[src/rtl/boot_pkg.sv]
// Shared types and constants for the SPI-flash boot loader.
package boot_pkg;

  typedef enum logic [2:0] {IDLE, CMD, ADDR, DATA, WRITE, DONE} boot_state_t;

  localparam logic [7:0] SPI_CMD_READ = 8'h03;
  localparam int         CMD_BITS     = 8;
  localparam int         ADDR_BITS    = 24;
  localparam int         WORD_BITS    = 32;

  // The first flash byte of a word lands in bits [7:0].
  function automatic logic [31:0] byte_swap(input logic [31:0] w);
    return {w[7:0], w[15:8], w[23:16], w[31:24]};
  endfunction

endpackage

[src/rtl/boot_spi_shifter.sv]
// SPI mode-0 master shifter: SCK divider, shared TX/RX shift register, bit counter.
module boot_spi_shifter #(
  parameter int CLK_DIV = 4
) (
  input  logic        clk,
  input  logic        rst,
  input  logic        start_i,
  input  logic [5:0]  nbits_i,
  input  logic [31:0] tx_data_i,
  input  logic        miso_i,
  output logic        sck_o,
  output logic        mosi_o,
  output logic        busy_o,
  output logic        done_o,
  output logic [31:0] rx_data_o
);

  localparam logic [7:0] DIV_LAST = 8'(CLK_DIV - 1);

  logic [7:0]  div_q, div_d;
  logic        sck_q, sck_d;
  logic        busy_q, busy_d;
  logic        bit_q, bit_d;
  logic [5:0]  cnt_q, cnt_d;
  logic [5:0]  nbits_q, nbits_d;
  logic [31:0] sh_q, sh_d;
  logic        tick, fall;

  assign tick      = busy_q && (div_q == DIV_LAST);
  assign fall      = tick && sck_q;
  // done is combinational so a back-to-back start keeps the bit period seamless
  assign done_o    = fall && (cnt_q == nbits_q - 6'd1);
  assign sck_o     = sck_q;
  assign mosi_o    = busy_q & sh_q[31];
  assign busy_o    = busy_q;
  assign rx_data_o = {sh_q[30:0], bit_q};

  always_comb begin
    div_d   = div_q;
    sck_d   = sck_q;
    busy_d  = busy_q;
    bit_d   = bit_q;
    cnt_d   = cnt_q;
    nbits_d = nbits_q;
    sh_d    = sh_q;
    if (busy_q) begin
      div_d = tick ? 8'd0 : div_q + 8'd1;
      if (tick) sck_d = ~sck_q;
      if (tick && !sck_q) bit_d = miso_i;
      if (fall) begin
        sh_d  = {sh_q[30:0], bit_q};
        cnt_d = cnt_q + 6'd1;
      end
      if (done_o) begin
        busy_d = 1'b0;
        cnt_d  = '0;
      end
    end
    if (start_i) begin
      busy_d  = 1'b1;
      div_d   = '0;
      sck_d   = 1'b0;
      cnt_d   = '0;
      nbits_d = nbits_i;
      sh_d    = tx_data_i;
    end
  end

  always_ff @(posedge clk) begin
    if (rst) begin
      div_q   <= '0;
      sck_q   <= 1'b0;
      busy_q  <= 1'b0;
      bit_q   <= 1'b0;
      cnt_q   <= '0;
      nbits_q <= '0;
      sh_q    <= '0;
    end else begin
      div_q   <= div_d;
      sck_q   <= sck_d;
      busy_q  <= busy_d;
      bit_q   <= bit_d;
      cnt_q   <= cnt_d;
      nbits_q <= nbits_d;
      sh_q    <= sh_d;
    end
  end

endmodule

[src/rtl/boot_loader.sv]
// Copies BOOT_WORDS words from SPI flash into memory, then releases the core from reset.
module boot_loader
  import boot_pkg::*;
#(
  parameter int          CLK_DIV    = 4,
  parameter int          BOOT_WORDS = 1024,
  parameter logic [23:0] FLASH_BASE = 24'h000000,
  parameter int          MEM_AW     = 16
) (
  input  logic              clk,
  input  logic              rst,
  output logic              spi_sck,
  output logic              spi_ss,
  output logic              spi_mosi,
  input  logic              spi_miso,
  output logic              mem_valid,
  input  logic              mem_ready,
  output logic [MEM_AW-1:0] mem_addr,
  output logic [31:0]       mem_wdata,
  output logic              core_rst,
  output logic              boot_sequence_done
);

  // 17 bits so BOOT_WORDS = 65536 never wraps
  localparam logic [16:0] LAST_WORD = 17'(BOOT_WORDS - 1);

  boot_state_t       state_q, state_d;
  logic [16:0]       cnt_q, cnt_d;
  logic [MEM_AW-1:0] addr_q, addr_d;
  logic [31:0]       wdata_q, wdata_d;

  logic        sh_start, sh_busy, sh_done;
  logic [5:0]  sh_nbits;
  logic [31:0] sh_tx, sh_rx;

  boot_spi_shifter #(.CLK_DIV(CLK_DIV)) u_shifter (
    .clk       (clk),
    .rst       (rst),
    .start_i   (sh_start),
    .nbits_i   (sh_nbits),
    .tx_data_i (sh_tx),
    .miso_i    (spi_miso),
    .sck_o     (spi_sck),
    .mosi_o    (spi_mosi),
    .busy_o    (sh_busy),
    .done_o    (sh_done),
    .rx_data_o (sh_rx)
  );

  assign spi_ss             = (state_q == IDLE) || (state_q == DONE);
  assign mem_valid          = (state_q == WRITE);
  assign mem_addr           = addr_q;
  assign mem_wdata          = wdata_q;
  assign core_rst           = (state_q != DONE);
  assign boot_sequence_done = (state_q == DONE);

  always_comb begin
    state_d  = state_q;
    cnt_d    = cnt_q;
    addr_d   = addr_q;
    wdata_d  = wdata_q;
    sh_start = 1'b0;
    sh_nbits = 6'(WORD_BITS);
    sh_tx    = '0;
    unique case (state_q)
      IDLE: if (!sh_busy) begin
        state_d  = CMD;
        sh_start = 1'b1;
        sh_nbits = 6'(CMD_BITS);
        sh_tx    = {SPI_CMD_READ, 24'h0};
      end
      CMD: if (sh_done) begin
        state_d  = ADDR;
        sh_start = 1'b1;
        sh_nbits = 6'(ADDR_BITS);
        sh_tx    = {FLASH_BASE, 8'h0};
      end
      ADDR: if (sh_done) begin
        state_d  = DATA;
        sh_start = 1'b1;
      end
      DATA: if (sh_done) begin
        state_d = WRITE;
        wdata_d = byte_swap(sh_rx);
      end
      WRITE: if (mem_ready) begin
        addr_d = addr_q + MEM_AW'(1);
        if (cnt_q == LAST_WORD) begin
          state_d = DONE;
        end else begin
          cnt_d    = cnt_q + 17'd1;
          state_d  = DATA;
          sh_start = 1'b1;
        end
      end
      DONE: state_d = DONE;
      default: state_d = IDLE;
    endcase
  end

  always_ff @(posedge clk) begin
    if (rst) begin
      state_q <= IDLE;
      cnt_q   <= '0;
      addr_q  <= '0;
      wdata_q <= '0;
    end else begin
      state_q <= state_d;
      cnt_q   <= cnt_d;
      addr_q  <= addr_d;
      wdata_q <= wdata_d;
    end
  end

endmodule
[config.mk]
export PLATFORM = sky130hd
export DESIGN_NAME = boot_loader
export DESIGN_NICKNAME = d
export VERILOG_FILES = /design/src/rtl/boot_pkg.sv /design/src/rtl/boot_spi_shifter.sv /design/src/rtl/boot_loader.sv
export SDC_FILE = /design/constraint.sdc
export NUM_CORES = 1
export LEC_CHECK = 0
export ABC_AREA = 0
export CORE_UTILIZATION = 40
export DETAILED_ROUTE_END_ITERATION = 16
export PLACE_DENSITY = 0.67
export SLEW_MARGIN = 10
export SYNTH_ARGS = -nofsm -noshare
export SYNTH_HDL_FRONTEND = slang
export SYNTH_SLANG_ARGS = --single-unit
export TNS_END_PERCENT = 30
[constraint.sdc]
create_clock -name clk -period 2.9 [get_ports clk]
set_input_delay 0.725 -clock clk [delete_from_list [all_inputs] [get_ports clk]]
set_output_delay 0.725 -clock clk [all_outputs]
set_load 0.01 [all_outputs]
==> reports/summary.log, run 1 <==
[run_status] status finished clean
[place] worst-case setup slack after placement 0.221 ns
[die] height of the die 113 um
[critical_path] Critical Setup Path Class register to output port
[route] count of unresolved DRC violations after routing 0
[place] Detailed Place HPWL 7070 um
[power_and_ir_drop] largest vdd supply drop 0.334 mV
[power_and_ir_drop] Sw Share 20.6%
[route] wirelength, routed 10500 um
[sta] setup repair after global routing missed its margin false
[die] # IOs 58
[yosys] Synth Register Bits 120
[critical_path] endpoint of the worst register-to-register path u_shifter.sh_q[18]$_SDFFE_PP0P_
[die] Core Rows 40
[global_routing] global-route wire length before repair 17700 um
[sta] final clock period utilization by the worst path 92.5%
[power_and_ir_drop] combinational share of power 2.5%
[cells_and_area] antenna cells 0
[clocking] buffer cell driving the clock tree root sky130_fd_sc_hd__clkbuf_16
[sta] Post-Route Skew 0.0127 ns
[clocking] setup repair bufs after CTS 0
[cells_and_area] proportion of layout cells with a drive suffix above 1 8.25%
[critical_path] Worst setup SP type register
[yosys] asr flop ratio synth 0%
[die] DIE WIDTH 113 um
[critical_path] worst-path cell chain nor3b_1, clkdlybuf4s50_1
[cells_and_area] area overhead of the layout relative to synthesis 26.8%
[clocking] CTS clock-pin slew for the worst setup and hold paths 0.05 ns
[power_and_ir_drop] power share of the clock group 52.6%
[yosys] number of warnings printed during yosys synthesis 0
[hold_path] number of cells on the worst hold path 2
[route] DRT antenna net count 0
[cells_and_area] net count reported at finish 627
[hold_path] hold crit path type register to register
[critical_path] origin of the critical flop-to-flop path u_shifter.div_q[0]$_SDFFE_PP0P_
[sta] Final setup violation count 0
[yosys] Synth cell types 44
[critical_path] largest incremental delay on the critical path 0.64 ns
[run] max-cap check violation count 0
[yosys] net count after synthesis 564
[critical_path] sort of element at the end of the critical path output port
[power_and_ir_drop] power share of the sequential group 44.9%
[cells_and_area] commonest cells after routing, fill and taps aside sky130_fd_sc_hd__dfxtp_1 (120), sky130_fd_sc_hd__nand2_1 (87), sky130_fd_sc_hd__nor2_1 (78)
[clocking] CTS buffer count 17
[critical_path] CP Data Required Time 2.17 ns
[sta] clock period minus final worst setup slack 2.68 ns
[sta] Final Max Slew Viols 0
[global_routing] initial antenna violation count 0
[route] via-per-instance ratio 5.02
[yosys] cell area after synthesis 4960 sq um
[hold_path] startpoint of the most critical hold path u_shifter.sh_q[2]$_SDFFE_PP0P_
[clocking] number of resized instances in the post-cts repair step 0
[power_and_ir_drop] total leakage power 0.00216 uW
[die] die area 12800 sq um
[place] final weighted congestion in routability-driven placement 0.825
[yosys] most used flip-flop cell after synthesis sky130_fd_sc_hd__dfxtp_1
[global_routing] gr usage total 17.5%
[yosys] per-instance average area after synthesis 8.94 sq um
[place] placed cell count 767
[critical_path] data arrival time of the worst path 1.96 ns
[yosys] fraction of the yosys area taken by sequential cells 48.4%
[power_and_ir_drop] NetSw 764 uW
[sta] transition time at the pin with the least slew margin 0.823 ns
[route] drt initial violations 244
[critical_path] worst-path fanout max 15
[critical_path] Worst Reg-to-Reg Cells 7
[cells_and_area] leading cell type in the layout, fill and taps excluded sky130_fd_sc_hd__dfxtp_1
[die] initial core utilization 41.1%
[cells_and_area] number of cells in the finished layout apart from fillers 798
[sta] setup ws final 0.216 ns
[global_routing] overall overflow remaining after global route 0
[clocking] clk sinks 120
[power_and_ir_drop] total power after layout 3720 uW
[power_and_ir_drop] design internal power 2950 uW
[clocking] hold_buf cts 0
[clocking] TritonCTS clock tree yes
[clocking] maximum number of buffers from clock root to sink 2
[place] IO buf count 57
[clocking] count of H-tree levels built during CTS 4
[global_routing] largest net degree at the start of global routing 37
[die] core area 12100 sq um
[route] DR WL/cell 13.2 um
[yosys] number of standard cells after synthesis 555
[critical_path] highest-delay cell along the critical path sky130_fd_sc_hd__dfxtp_1
[sta] Peak Freq 373 MHz
[route] TritonRoute pass-1 iters 5
[hold_path] Hold Path End u_shifter.sh_q[2]$_SDFFE_PP0P_
[sta] Slew Limit Headroom 45.1%
[power_and_ir_drop] cell area power density 591 nW/um^2
[yosys] Post-synth EDFFs 0
[sta] Fin. Hold Viols 0
[clocking] Clock Latency Late Sink 0.41 ns
[critical_path] setup slack, reg-to-reg 0.24 ns
[sta] accumulated negative setup slack 0 ns
[global_routing] via count of the first global-routing pass 3701
[route] Via Count 4008
## stage by stage
stage          cell area (sq um)  utilization (%)  hold WS, ns
2_1_floorplan               4960                -        0.429
5_1_grt                     6290             52.1        0.480
4_1_cts                     6290             52.1        0.470
3_5_place_dp                5730             47.5        0.462
6_report                    6290             52.1        0.468
3_3_place_gp                5730             47.5        0.437
## sequential cells by signal, summed over array words and instances (netlist names), 3 cells and up
signal             count
state_q                3
mem_addr              16
u_shifter.div_q        8
u_shifter.cnt_q        6
u_shifter.sh_q        32
cnt_q                 17
mem_wdata             32
u_shifter.nbits_q      3
## power by group through the flow
stage	Combinational [uW]	Sequential [uW]	Clock, uW
final	92.5	1670	1950
after global routing	102	1670	2070
after CTS	93.1	1670	1990
after detailed placement	92.9	1700	0
after global placement	90.9	1700	0
after floorplan	67.1	1700	0
## metal layers
metal / global-route usage (%) / part of all wire (%) / routed length, um
met2: 29.0 / 48 / 5050
met5: 0 / 0 / 0
met4: 6.93 / 1.3 / 137
met1: 21.6 / 46 / 4900
met3: 4.61 / 4.4 / 460
## cell type report
| type | count | area [sq um] |
|---|---|---|
| fillers | 1118 | 5770 |
| flip-flops and latches | 120 | 2400 |
| multi-input cells | 398 | 2380 |
| repair buffers | 72 | 703 |
| clock buffers | 24 | 492 |
| well taps | 168 | 210 |
| clock inverters | 7 | 68.8 |
| inverters | 9 | 33.8 |
## how the worst max path moves through the flow
stage                                     from                         endpoint  slack, ns  cells past startpoint
2_1_floorplan  u_shifter.div_q[0]$_SDFFE_PP0P_  u_shifter.div_q[0]$_SDFFE_PP0P_       0.82                      8
3_3_place_gp                         mem_ready        mem_addr[11]$_SDFFE_PP0P_       0.30                      8
3_5_place_dp   u_shifter.div_q[0]$_SDFFE_PP0P_  u_shifter.sh_q[18]$_SDFFE_PP0P_       0.22                      7
4_1_cts                state_q[2]$_SDFFE_PP0P_                        mem_valid       0.18                      2
5_1_grt        u_shifter.div_q[0]$_SDFFE_PP0P_  u_shifter.sh_q[18]$_SDFFE_PP0P_       0.04                      7
6_report               state_q[2]$_SDFFE_PP0P_                        mem_valid       0.22                      2
## worst max-delay path: cells and delay by family, from the launching register on
family,cells,cell delay (ns)
simple gates,1,0.32
flops,1,0.64
buf+inv,1,0.59
## cells by family (layout without fill, tap and decap cells)
group           count (synthesis)  in the layout  synth area share, %
xor+xnor                       42             42                 7.69
fa+ha+maj                       5              5                 1.26
mux                            36             36                 7.29
simple gates                  249            249                 23.9
buf+inv                        37            112                 3.76
compound gates                 66             66                 7.67
flops                         120            120                 48.4
## cell usage after synthesis, types with 3 or more instances
cell	count	area (sq um)
sky130_fd_sc_hd__clkbuf_1	19	71.3
sky130_fd_sc_hd__nand3_1	17	85.1
sky130_fd_sc_hd__inv_1	9	33.8
sky130_fd_sc_hd__a31oi_1	3	18.8
sky130_fd_sc_hd__xor2_1	24	210
sky130_fd_sc_hd__nor3_1	10	50.1
sky130_fd_sc_hd__buf_6	6	67.6
sky130_fd_sc_hd__ha_1	5	62.6
sky130_fd_sc_hd__nor4_1	6	37.5
sky130_fd_sc_hd__nor4bb_1	3	30.0
sky130_fd_sc_hd__mux2i_1	35	350
sky130_fd_sc_hd__and3_1	6	37.5
sky130_fd_sc_hd__nor2_1	78	293
sky130_fd_sc_hd__a21oi_1	44	220
sky130_fd_sc_hd__dfxtp_1	120	2400
sky130_fd_sc_hd__and4_1	5	43.8
sky130_fd_sc_hd__or3_1	7	43.8
sky130_fd_sc_hd__xnor2_1	17	149
sky130_fd_sc_hd__nand4_1	15	93.8
sky130_fd_sc_hd__nand2_1	87	327
sky130_fd_sc_hd__o21ai_0	9	45.0
No activity file was read; power rests on OpenSTA's default activity.
==> run 2: changes to the inputs <==
--- a/config.mk
+++ b/config.mk
@@ -7,6 +7,7 @@
 export LEC_CHECK = 0
 export ABC_AREA = 0
 export CORE_UTILIZATION = 40
+export CTS_CLUSTER_SIZE = 12
 export DETAILED_ROUTE_END_ITERATION = 16
 export PLACE_DENSITY = 0.67
 export SLEW_MARGIN = 10
==> results of run 2 <==
Same layout as run 1: the final DEF is identical, and so are final timing and power.
==> patch 1 (config.mk and constraints of run 1) <==
Change the parameter `MEM_AW` from 16 to 14.
--- a/src/rtl/boot_loader.sv
+++ b/src/rtl/boot_loader.sv
@@ -6,5 +6,5 @@
   parameter int          BOOT_WORDS = 1024,
   parameter logic [23:0] FLASH_BASE = 24'h000000,
-  parameter int          MEM_AW     = 16
+  parameter int          MEM_AW     = 14
 ) (
   input  logic              clk,
Ports: changed (resized mem_addr); port bits go from 58 to 56. No check against the original RTL was run, so the function may have changed too.
==> patch 1 against run 1 <==
Clock skew is 3.3 ps lower. Hold slack worse by 17 ps. First-iteration DRC count down 39%. Global-route usage is 0.94 points lower. Synthesized cell count increased by 5.0%. Sequential cell count is 2 lower. Cell area is 2.7% lower. Total power rose by 2.6%. Core utilization shrank 0.98 points. Area after synthesis decreased by 1.4%. Routed wire length down 7.6%. Worst setup slack better by 150 ps. Highest routed layer unchanged.
==> patch 1: results (changes against run 1) <==
status completed (unchanged); Area growth syn-to-layout 25.1% (was 26.8%); 1st-iter DRT viols 148 (was 244); Yosys cell types 47 (was 44); XOR/XNOR Fraction of Synth Area 0.0785 (was 0.0769); gpl congestion 0.774 (was 0.825); dominant cells by area after synthesis dfxtp_1 (48%), nand2_1 (11%), a21oi_1 (7.7%) (was dfxtp_1 (48%), mux2i_1 (7.1%), nand2_1 (6.6%)); CP max FO 11 (was 15); clk_skew 9.33 ps (was 12.7 ps); Largest stage delay, worst path 550 ps (was 640 ps); DR vias 4024 (was 4008); largest net degree at the start of global routing 60 (was 37); total wire length 9.75 mm (was 10.5 mm); gr usage total 0.165 (was 0.175); hpwl dp 6.64 mm (was 7.07 mm); placed cell areas 0.00553 mm2 (was 0.00573 mm2); Pre-antenna DRT Iters 6 (was 5); # port buffers 55 (was 57); Leak 2.11 nW (was 2.16 nW); Placed Cells 765 (was 767); first-pass GRT wire length 17.0 mm (was 17.7 mm); share of cells above drive strength 1 0.0862 (was 0.0825); Post-Synth Adder-Cell Area 0.0128 (was 0.0126); fill count 1143 (was 1118); vias in the first global route 3835 (was 3701); Synth Area in Compound Gates 0.0985 (was 0.0767); P_sw 794 uW (was 764 uW); crit path DAT 1810 ps (was 1960 ps); register area share after synthesis 0.483 (was 0.484); syn_nets 592 (was 564); top cells by count, synth nand2_1 (149), dfxtp_1 (118), a21oi_1 (75), nor2_1 (49), xor2_1 (24) (was dfxtp_1 (120), nand2_1 (87), nor2_1 (78), a21oi_1 (44), mux2i_1 (35)); Setup WS pre-CTS 148 ps (was 221 ps); Nets 646 (was 627); n_diodes 0 (unchanged)
==> patch 1: cell count changes after synthesis, sizes merged, moves of 5 or more <==
cell,before,now
or3,7,2
a21oi,44,75
nand2,87,150
nor2,78,49
mux2i,35,3
and2,2,7
==> patch 1: final timing paths <==
kind | to | slack, ps | cells past startpoint | start
min reg2reg | mem_wdata[4]$_SDFFE_PP0P_ | 450 | 2 | mem_wdata[4]$_SDFFE_PP0P_
max | mem_valid | 360 | 3 | state_q[0]$_SDFFE_PP0P_
min | mem_wdata[4]$_SDFFE_PP0P_ | 450 | 2 | mem_wdata[4]$_SDFFE_PP0P_
max reg2reg | mem_wdata[26]$_SDFFE_PP0P_ | 680 | 6 | u_shifter.div_q[0]$_SDFFE_PP0P_
==> patch 1: metal layers <==
| metal | up-vias | GRT usage | wire length [um] |
|---|---|---|---|
| li1 | 2072 | - | - |
| met2 | 42 | 0.281 | 4740 |
| met5 | - | 0 | 0 |
| met4 | 0 | 0.0720 | 127 |
| met3 | 11 | 0.0373 | 244 |
| met1 | 1899 | 0.200 | 4640 |
==> patch 1: worst max-delay path, delay by kind of cell (launching register included) <==
family / cells / cell delay [ps]
buffers and inverters: 2 / 650
AND/OR/NAND/NOR: 1 / 200
flip-flops: 1 / 550
==> patch 1: power groups by stage <==
stage          Sequential [mW]  Combinational (mW)  Clock, mW
2_1_floorplan             1.67              0.0794          0
3_3_place_gp              1.68              0.0986          0
3_5_place_dp              1.68               0.101          0
4_1_cts                   1.64               0.102       2.11
5_1_grt                   1.64               0.112       2.19
6_report                  1.64               0.101       2.07
==> patch 1: cell type report <==
type,instances,area share
clock buffers,20,0.0714
clock inverters,12,0.0252
inverters,7,0.00429
multi-input cells,425,0.376
flip-flops and latches,118,0.386
well taps,147,0.0301
repair buffers,68,0.107
==> patch 2 (flow settings as in run 1) <==
Without the edit above. Make the reset (`rst`) asynchronous in 2 clocked blocks.
--- a/src/rtl/boot_spi_shifter.sv
+++ b/src/rtl/boot_spi_shifter.sv
@@ -67,5 +67,5 @@
   end
 
-  always_ff @(posedge clk) begin
+  always_ff @(posedge clk or posedge rst) begin
     if (rst) begin
       div_q   <= '0;
--- a/src/rtl/boot_loader.sv
+++ b/src/rtl/boot_loader.sv
@@ -99,5 +99,5 @@
   end
 
-  always_ff @(posedge clk) begin
+  always_ff @(posedge clk or posedge rst) begin
     if (rst) begin
       state_q <= IDLE;
Check against the original RTL: differs if rst is asserted again (counterexample within 4 cycles, from zero or initial values and one cycle with rst high); with rst held inactive, the same outputs for 10 cycles.
==> patch 2 against run 1 <==
Sequential cell count unchanged. Area after synthesis grew 7.8%. Cell count is 8.4% lower. Cell area is 6.3% higher. Global-route usage shrank 1.2 points. Critical endpoint is now boot_sequence_done. Via count down 6.9%. Core utilization is essentially flat. Critical path type unchanged. Die area rose by 7.6%. Hold slack better by 2.5 ps. Worst setup slack got worse by 64 ps. Routed wire length is 1.1% lower.
Power is not compared: it rests on default switching activity, and its combinational part moved more than twofold at a synthesized area within 25%.
==> patch 2: results (changes against run 1) <==
status completed (unchanged); met1 GRT Util 0.205 (was 0.216); Worst Hold End mem_addr[15]$_DFFE_PP0P_ (was u_shifter.sh_q[2]$_SDFFE_PP0P_); total wire length 10.4 mm (was 10.5 mm); Worst slew margin 0.559 (was 0.451); Nets 556 (was 627); dominant cells by area after synthesis dfrtp_1 (56%), mux2_2 (7.4%), nand2_1 (6.0%) (was dfxtp_1 (48%), mux2i_1 (7.1%), nand2_1 (6.6%)); gpl congestion 0.761 (was 0.825); R2R Setup Slk 200 ps (was 240 ps); Yosys cell types 50 (was 44); FF-to-FF Start cnt_q[10]$_DFFE_PP0P_ (was u_shifter.div_q[0]$_SDFFE_PP0P_); Placed Cells 700 (was 767); CP max FO 10 (was 15); 1st-iter DRT viols 268 (was 244); crit path DAT 2020 ps (was 1960 ps); GR Util met2 0.257 (was 0.290); first-pass GRT wire length 17.9 mm (was 17.7 mm); hpwl dp 6.67 mm (was 7.07 mm); placed cell areas 0.00613 mm2 (was 0.00573 mm2); Largest stage delay, worst path 550 ps (was 640 ps); syn_nets 490 (was 564); hold slack 471 ps (was 468 ps); Slowest cell on crit path dfrtp_1 (was dfxtp_1); largest net degree at the start of global routing 121 (was 37); Setup WS pre-CTS 183 ps (was 221 ps); Reg-to-Reg End u_shifter.sh_q[1]$_DFFE_PP0P_ (was u_shifter.sh_q[18]$_SDFFE_PP0P_); vias in the first global route 3680 (was 3701)
[patch 2: cell types whose count changed in the layout (fill, tap and decap cells not counted), sizes merged, moves of 9 or more]
cell / before / now
dfrtp: 0 / 120
dfxtp: 120 / 0
nor2: 78 / 21
mux2: 1 / 35
mux2i: 35 / 2
xor2: 24 / 15
[patch 2: cell type report]
class                      count  area, um2
multi-input combinational    333       2210
timing repair buffer          68        678
sequential                   120       3000
fill                        1122       6140
inverter                       7       30.0
clock inverter                 8       72.6
clock buffer                  23        478
tap                          172        215
[patch 2: power groups by stage]
stage / Combinational (mW) / Clock, mW / Sequential [mW]
floorplan: 0.0252 / 0 / 1.71
global placement: 0.0418 / 0 / 1.70
detailed placement: 0.0430 / 0 / 1.70
CTS: 0.0428 / 1.98 / 1.68
global route: 0.0479 / 2.07 / 1.67
finish: 0.0399 / 1.94 / 1.68
[patch 2: how the worst max path moves through the flow]
stage                            from                              to  slack (ps)
2_1_floorplan   cnt_q[10]$_DFFE_PP0P_  u_shifter.sh_q[10]$_DFFE_PP0P_         320
3_3_place_gp    cnt_q[10]$_DFFE_PP0P_   u_shifter.sh_q[2]$_DFFE_PP0P_         260
3_5_place_dp    cnt_q[10]$_DFFE_PP0P_   u_shifter.sh_q[1]$_DFFE_PP0P_         180
4_1_cts        state_q[2]$_DFFE_PP0P_              boot_sequence_done         140
5_1_grt        state_q[2]$_DFFE_PP0P_              boot_sequence_done           9
6_report       state_q[2]$_DFFE_PP0P_              boot_sequence_done         150
[patch 2: kinds of logic after synthesis]
| family | Yosys count | share of synthesized area |
|---|---|---|
| fa+ha+maj | 5 | 0.0117 |
| xor+xnor | 40 | 0.0681 |
| flops | 120 | 0.562 |
| buf+inv | 28 | 0.0255 |
| simple gates | 185 | 0.169 |
| compound gates | 66 | 0.0859 |
| mux | 37 | 0.0775 |
